<file path="config.mk">
export PLATFORM = sky130hd
export DESIGN_NAME = sqrt_reconstruct
export DESIGN_NICKNAME = d
export VERILOG_FILES = /design/src/rtl/sqrt_pkg.sv /design/src/rtl/shift_add_mul.sv /design/src/rtl/sqrt_reconstruct.sv
export SDC_FILE = /design/constraint.sdc
export NUM_CORES = 1
export LEC_CHECK = 0
export ABC_AREA = 1
export CORE_MARGIN = 2
export CORE_UTILIZATION = 50
export DETAILED_ROUTE_END_ITERATION = 10
export PLACE_DENSITY = 0.71
export SYNTH_ARGS = -nofsm -noshare
export SYNTH_HDL_FRONTEND = slang
export SYNTH_SLANG_ARGS = --single-unit
export TNS_END_PERCENT = 5
</file>
<file path="constraint.sdc">
create_clock -name clk_main -period 3.1 [get_ports clk_main]
set_clock_uncertainty 0.15 [all_clocks]
set_input_delay 0.93 -clock clk_main [delete_from_list [all_inputs] [get_ports clk_main]]
set_output_delay 0.93 -clock clk_main [all_outputs]
set_load 0.02 [all_outputs]
</file>
<file path="src/rtl/sqrt_pkg.sv">
// Shared definitions for the sqrt / sqrt_reconstruct pair: default widths,
// FSM state encoding and the width of the final reconstruct sum.
package sqrt_pkg;

    localparam int Q_WIDTH = 11;
    localparam int R_WIDTH = 12;
    localparam int WIDTH   = 21;

    typedef enum logic [1:0] {
        ST_IDLE = 2'd0,
        ST_MUL  = 2'd1,
        ST_ADD  = 2'd2,
        ST_DONE = 2'd3
    } state_e;

    // One bit wider than the larger addend, so q*q + rem never wraps.
    function automatic int sum_width(input int qw, input int rw);
        return ((2 * qw > rw) ? 2 * qw : rw) + 1;
    endfunction

endpackage

</file>
<file path="src/rtl/shift_add_mul.sv">
// Sequential Q_WIDTH x Q_WIDTH squarer core: one multiplier bit per step,
// full 2*Q_WIDTH-bit accumulator. done_o marks the step that consumes the last bit.
module shift_add_mul
    import sqrt_pkg::*;
#(
    parameter int Q_WIDTH = sqrt_pkg::Q_WIDTH
) (
    input  logic                   clk_main,
    input  logic                   sys_rst_n,
    input  logic                   start_i,
    input  logic                   step_i,
    input  logic [Q_WIDTH-1:0]     a_i,
    output logic [2*Q_WIDTH-1:0]   acc_o,
    output logic                   done_o
);

    localparam int CW = (Q_WIDTH > 1) ? $clog2(Q_WIDTH) : 1;

    logic [CW-1:0]          cnt_q, cnt_d;
    logic [2*Q_WIDTH-1:0]   acc_q, acc_d;
    logic [2*Q_WIDTH-1:0]   a_ext;

    assign a_ext = {{Q_WIDTH{1'b0}}, a_i};

    always_comb begin
        acc_d = acc_q;
        cnt_d = cnt_q;
        if (start_i) begin
            acc_d = '0;
            cnt_d = '0;
        end else if (step_i) begin
            if (a_i[cnt_q]) begin
                acc_d = acc_q + (a_ext << cnt_q);
            end
            cnt_d = cnt_q + 1'b1;
        end
    end

    always_ff @(posedge clk_main or negedge sys_rst_n) begin
        if (!sys_rst_n) begin
            acc_q <= '0;
            cnt_q <= '0;
        end else begin
            acc_q <= acc_d;
            cnt_q <= cnt_d;
        end
    end

    assign acc_o  = acc_q;
    assign done_o = step_i && (cnt_q == CW'(Q_WIDTH - 1));

endmodule

</file>
<file path="src/rtl/sqrt_reconstruct.sv">
// Rebuilds radical = q*q + rem from a sqrt root/remainder pair, flagging
// illegal remainders and results that do not fit in WIDTH bits.
//
//   state   | meaning
//   IDLE    | ready for an operand pair
//   MUL     | squaring q, one bit per cycle
//   ADD     | adding remainder, registering result and flags
//   DONE    | result presented, waiting for out_ready
module sqrt_reconstruct
    import sqrt_pkg::*;
#(
    parameter int Q_WIDTH = sqrt_pkg::Q_WIDTH,
    parameter int R_WIDTH = sqrt_pkg::R_WIDTH,
    parameter int WIDTH   = sqrt_pkg::WIDTH
) (
    input  logic                 clk_main,
    input  logic                 sys_rst_n,
    input  logic                 ena,
    input  logic                 in_valid,
    output logic                 in_ready,
    input  logic [Q_WIDTH-1:0]   q_in,
    input  logic [R_WIDTH-1:0]   rem_in,
    output logic                 out_valid,
    input  logic                 out_ready,
    output logic [WIDTH-1:0]     radical_out,
    output logic                 err_rem,
    output logic                 err_ovf
);

    localparam int SW = sum_width(Q_WIDTH, R_WIDTH);

    state_e                 state_q, state_d;
    logic [Q_WIDTH-1:0]     q_q, q_d;
    logic [R_WIDTH-1:0]     rem_q, rem_d;
    logic                   err_rem_r_q, err_rem_r_d;
    logic [WIDTH-1:0]       radical_q, radical_d;
    logic                   err_rem_q, err_rem_d;
    logic                   err_ovf_q, err_ovf_d;
    logic                   out_valid_q, out_valid_d;
    logic                   live_q;

    logic                   accept;
    logic                   mul_step;
    logic                   mul_done;
    logic [2*Q_WIDTH-1:0]   acc;
    logic [SW-1:0]          sum;
    logic [R_WIDTH:0]       q2_ext;
    logic                   rem_gt;

    // live_q keeps in_ready low until the first edge after reset release.
    assign in_ready = (state_q == ST_IDLE) && live_q;
    assign accept   = ena && in_valid && in_ready;
    assign mul_step = ena && (state_q == ST_MUL);

    assign q2_ext = (R_WIDTH + 1)'({q_in, 1'b0});
    assign rem_gt = {1'b0, rem_in} > q2_ext;
    assign sum    = SW'(acc) + SW'(rem_q);

    shift_add_mul #(
        .Q_WIDTH (Q_WIDTH)
    ) u_mul (
        .clk_main  (clk_main),
        .sys_rst_n (sys_rst_n),
        .start_i   (accept),
        .step_i    (mul_step),
        .a_i       (q_q),
        .acc_o     (acc),
        .done_o    (mul_done)
    );

    always_comb begin
        state_d     = state_q;
        q_d         = q_q;
        rem_d       = rem_q;
        err_rem_r_d = err_rem_r_q;
        radical_d   = radical_q;
        err_rem_d   = err_rem_q;
        err_ovf_d   = err_ovf_q;
        out_valid_d = out_valid_q;
        if (ena) begin
            unique case (state_q)
                ST_IDLE: begin
                    if (accept) begin
                        q_d         = q_in;
                        rem_d       = rem_in;
                        err_rem_r_d = rem_gt;
                        state_d     = ST_MUL;
                    end
                end
                ST_MUL: begin
                    if (mul_done) begin
                        state_d = ST_ADD;
                    end
                end
                ST_ADD: begin
                    radical_d   = sum[WIDTH-1:0];
                    err_ovf_d   = |sum[SW-1:WIDTH];
                    err_rem_d   = err_rem_r_q;
                    out_valid_d = 1'b1;
                    state_d     = ST_DONE;
                end
                ST_DONE: begin
                    if (out_ready) begin
                        out_valid_d = 1'b0;
                        state_d     = ST_IDLE;
                    end
                end
                default: state_d = ST_IDLE;
            endcase
        end
    end

    always_ff @(posedge clk_main or negedge sys_rst_n) begin
        if (!sys_rst_n) begin
            state_q     <= ST_IDLE;
            q_q         <= '0;
            rem_q       <= '0;
            err_rem_r_q <= 1'b0;
            radical_q   <= '0;
            err_rem_q   <= 1'b0;
            err_ovf_q   <= 1'b0;
            out_valid_q <= 1'b0;
            live_q      <= 1'b0;
        end else begin
            state_q     <= state_d;
            q_q         <= q_d;
            rem_q       <= rem_d;
            err_rem_r_q <= err_rem_r_d;
            radical_q   <= radical_d;
            err_rem_q   <= err_rem_d;
            err_ovf_q   <= err_ovf_d;
            out_valid_q <= out_valid_d;
            live_q      <= 1'b1;
        end
    end

    assign out_valid   = out_valid_q;
    assign radical_out = radical_q;
    assign err_rem     = err_rem_q;
    assign err_ovf     = err_ovf_q;

endmodule

</file>
==> impl_metrics.toml <==
[detailed_routing]
avgRoutedWirePerCell_um = 13.95
dr.pass1.iters = 5
totalWireLength_mm = 16.35
antenna_left = 0
drt_iter0_drc = 440
drc = 0
vias = 6036
routed_via_density = 5.150

[placed_design]
placed_cell_area_um2 = 6930
dp_slack_ns = 0.1575
dp_cells = 1154
dp_hpwl_mm = 13.02
io_buffers = 52
gp_congestion = 0.9475

[floorplanning]
start_util = 0.5122
dieWidth_um = 115.2
core-area_um2 = 12060
io_pins = 53
rows = 40
die_h_um = 115.2
die-area_um2 = 13260

[grt]
overflow = 0
antenna_found_initial = 0
grt_use_total = 0.2622
first_global_vias = 5526
grt_pass1_wl_mm = 27.23
grt_start_max_net_pins = 38

[clock_network]
clkTransAtPathRegs_ns = 0.06
ctsRootBufferMaster = "clkbuf_16"
cts_num_sinks = 77
cts.htree.levels = 3
clock_latency_ns = 0.34
cts_tree = "done"
hold_buffers = 0
cts_buffer_depth = 2
cts_buffers = 9

[power]
p_per_area_nw_per_um2 = 1028
power_mw = 7.479
ir_worst_vdd_mv = 0.3615
cellLeakagePower_nw = 3.795

[finish]
post_route_cells_drive_above_1_share = 0.07171
fin_nets = 1080
final_util = 0.6034
syn2layout_area_growth_pct = 17.80
ff_latch_area_um2 = 1927
multi_input_area_um2 = 3760
stdcell_count = 1172
final_area_um2 = 7278
diodes = 0
fillers = 1132

[setup_path]
crit_required_ns = 2.02
crit_top_cell = "inv_1"
slowest_stage = "clkdlybuf4s50_1"
critPathMaxFanout = 3
critPathCaptureType = "primary output"
slowest_delay_ns = 0.60
path_class = "flop to primary output"
path_cells = "inv_1 -> ha_1 -> nand2_1 -> inv_1 -> clkdlybuf4s50_1"
start_kind = "flop"
crit_arrival_ns = 1.83

[yosys]
synth_area_per_cell_um2 = 6.594
synth-seq-cells = 77
synth-async-reset-ratio = 1.000
synthCells = 937
synth_nets = 1017
synth.yosys.seq_area_share = 0.3119
synth-edff-count = 0
synth.cell_area_um2 = 6178
synthFlopType = "dfrtp_1"
ys_types = 39
yosysWarnings = 0

[timing]
fin_crit_sh = 0.9371
relSlewSlack = 0.5872
period_needed_ns = 2.905
setup_violations = 0
max_freq_ghz = 0.3442
drv_slew = 0
setup_tns_ns = 0
worst_pin_slew_ns = 0.6185
timing.final.ws_setup_ns = 0.1949
hold_viol_final = 0
rsz0062_at_grt = "yes"
hold_ws_ns = 0.3277

[hold_path]
hp-class = "flop to flop"

[run]
max_cap_violations = 0

[run_status]
status = "finished clean"
==> cell usage in the layout (no fill, tap or decap), drive strengths merged, types with 2 or more instances in the layout <==
cell / Yosys / final
ha: 50 / 50
nor3: 16 / 16
a21oi: 38 / 38
inv: 107 / 107
and2: 2 / 2
fa: 2 / 2
dfrtp: 77 / 77
o21a: 4 / 4
clkinv: 0 / 3
buf: 10 / 24
clkinvlp: 0 / 2
clkbuf: 13 / 10
nand2: 366 / 366
nand4: 7 / 7
nand3: 56 / 56
nor2: 76 / 76
xnor2: 13 / 13
o21ai: 71 / 71
o22ai: 2 / 2
nand3b: 5 / 5
clkdlybuf4s50: 0 / 51
a31oi: 8 / 8
xor2: 5 / 5
o21bai: 2 / 2
==> kinds of logic after synthesis <==
kind of cell               share of synthesized area
other                                      0.0006070
and+or+nand+nor                               0.3489
adders and majority gates                     0.1077
muxes                                       0.001620
AOI/OAI and AO/OA                             0.1162
DFF                                           0.3119
xor gates and xnor gates                     0.02552
buffers and inverters                        0.08748
==> area by class of cell <==
cell class	instances	area share
Clock inverter	5	0.005157
Clock buffer	10	0.03283
Inverter	107	0.05518
Multi-Input combinational cell	730	0.5166
Tap cell	168	0.02888
Sequential cell	77	0.2647
Timing Repair Buffer	75	0.09661
==> path summary, 6_finish.rpt <==
| check | start | end | slack (ns) | cells after the start |
|---|---|---|---|---|
| worst max-delay path | state_q[0] | in_ready | 0.19 | 5 |
| worst min-delay path | radical_out[16] | radical_out[16] | 0.33 | 2 |
| worst max register to register | u_mul.cnt_q[0] | u_mul.acc_o[21] | 0.21 | 19 |
| worst min register to register | radical_out[16] | radical_out[16] | 0.33 | 2 |
| max in group asynchronous | sys_rst_n | u_mul.acc_o[5] | 1.84 | 2 |
| min in group asynchronous | sys_rst_n | q_q[6] | 0.34 | 1 |
==> power by group <==
group	internal (mW)	total (mW)	switching (mW)	leakage, nW
combinational	1.78	4.65	2.88	2.67
sequential	1.42	1.83	0.410	0.991
clock	0.561	0.991	0.430	0.131
==> registers in the layout (all words and copies together), names as in the netlist <==
register and cells:
err_ovf 1, err_rem 1, err_rem_r_q 1, live_q 1, out_valid 1, q_q 11
radical_out 21, rem_q 12, state_q 2, u_mul.acc_o 22, u_mul.cnt_q 4
==> layer usage <==
metal,global-route usage,vias up,wire (um)
met4,0.05382,0,175
met2,0.4231,141,7415
li1,-,3126,-
met1,0.3775,2757,7937
met5,0,-,0
met3,0.03585,12,823
==> worst max-delay path: cells and delay by family, from the launching register on <==
family	cells	cell delay, ns
buffers and inverters	3	0.80
and+or+nand+nor	1	0.07
adders and majority gates	1	0.21
DFF	1	0.41
==> Yosys cell counts, drive strengths merged (2+ instances only) <==
| master | instances | area (um2) |
|---|---|---|
| nand2 | 366 | 1389 |
| inv | 107 | 401.6 |
| dfrtp | 77 | 1927 |
| nor2 | 76 | 287.8 |
| o21ai | 71 | 396.6 |
| nand3 | 56 | 292.8 |
| ha | 50 | 625.6 |
| a21oi | 38 | 190.2 |
| nor3 | 16 | 80.08 |
| clkbuf | 13 | 50.04 |
| xnor2 | 13 | 113.9 |
| buf | 10 | 88.83 |
| a31oi | 8 | 50.05 |
| nand4 | 7 | 43.79 |
| nand3b | 5 | 37.54 |
| xor2 | 5 | 43.79 |
| o21a | 4 | 30.03 |
| and2 | 2 | 12.51 |
| fa | 2 | 40.04 |
| o21bai | 2 | 15.01 |
| o22ai | 2 | 12.51 |
==> what timing repair did <==
item                                    4_1_cts  5_1_grt
gates resized for setup                       0       21
endpoints found under the setup margin        0       13
setup buffers                                 0        3
Note: power is estimated with default switching activity, not from simulation.
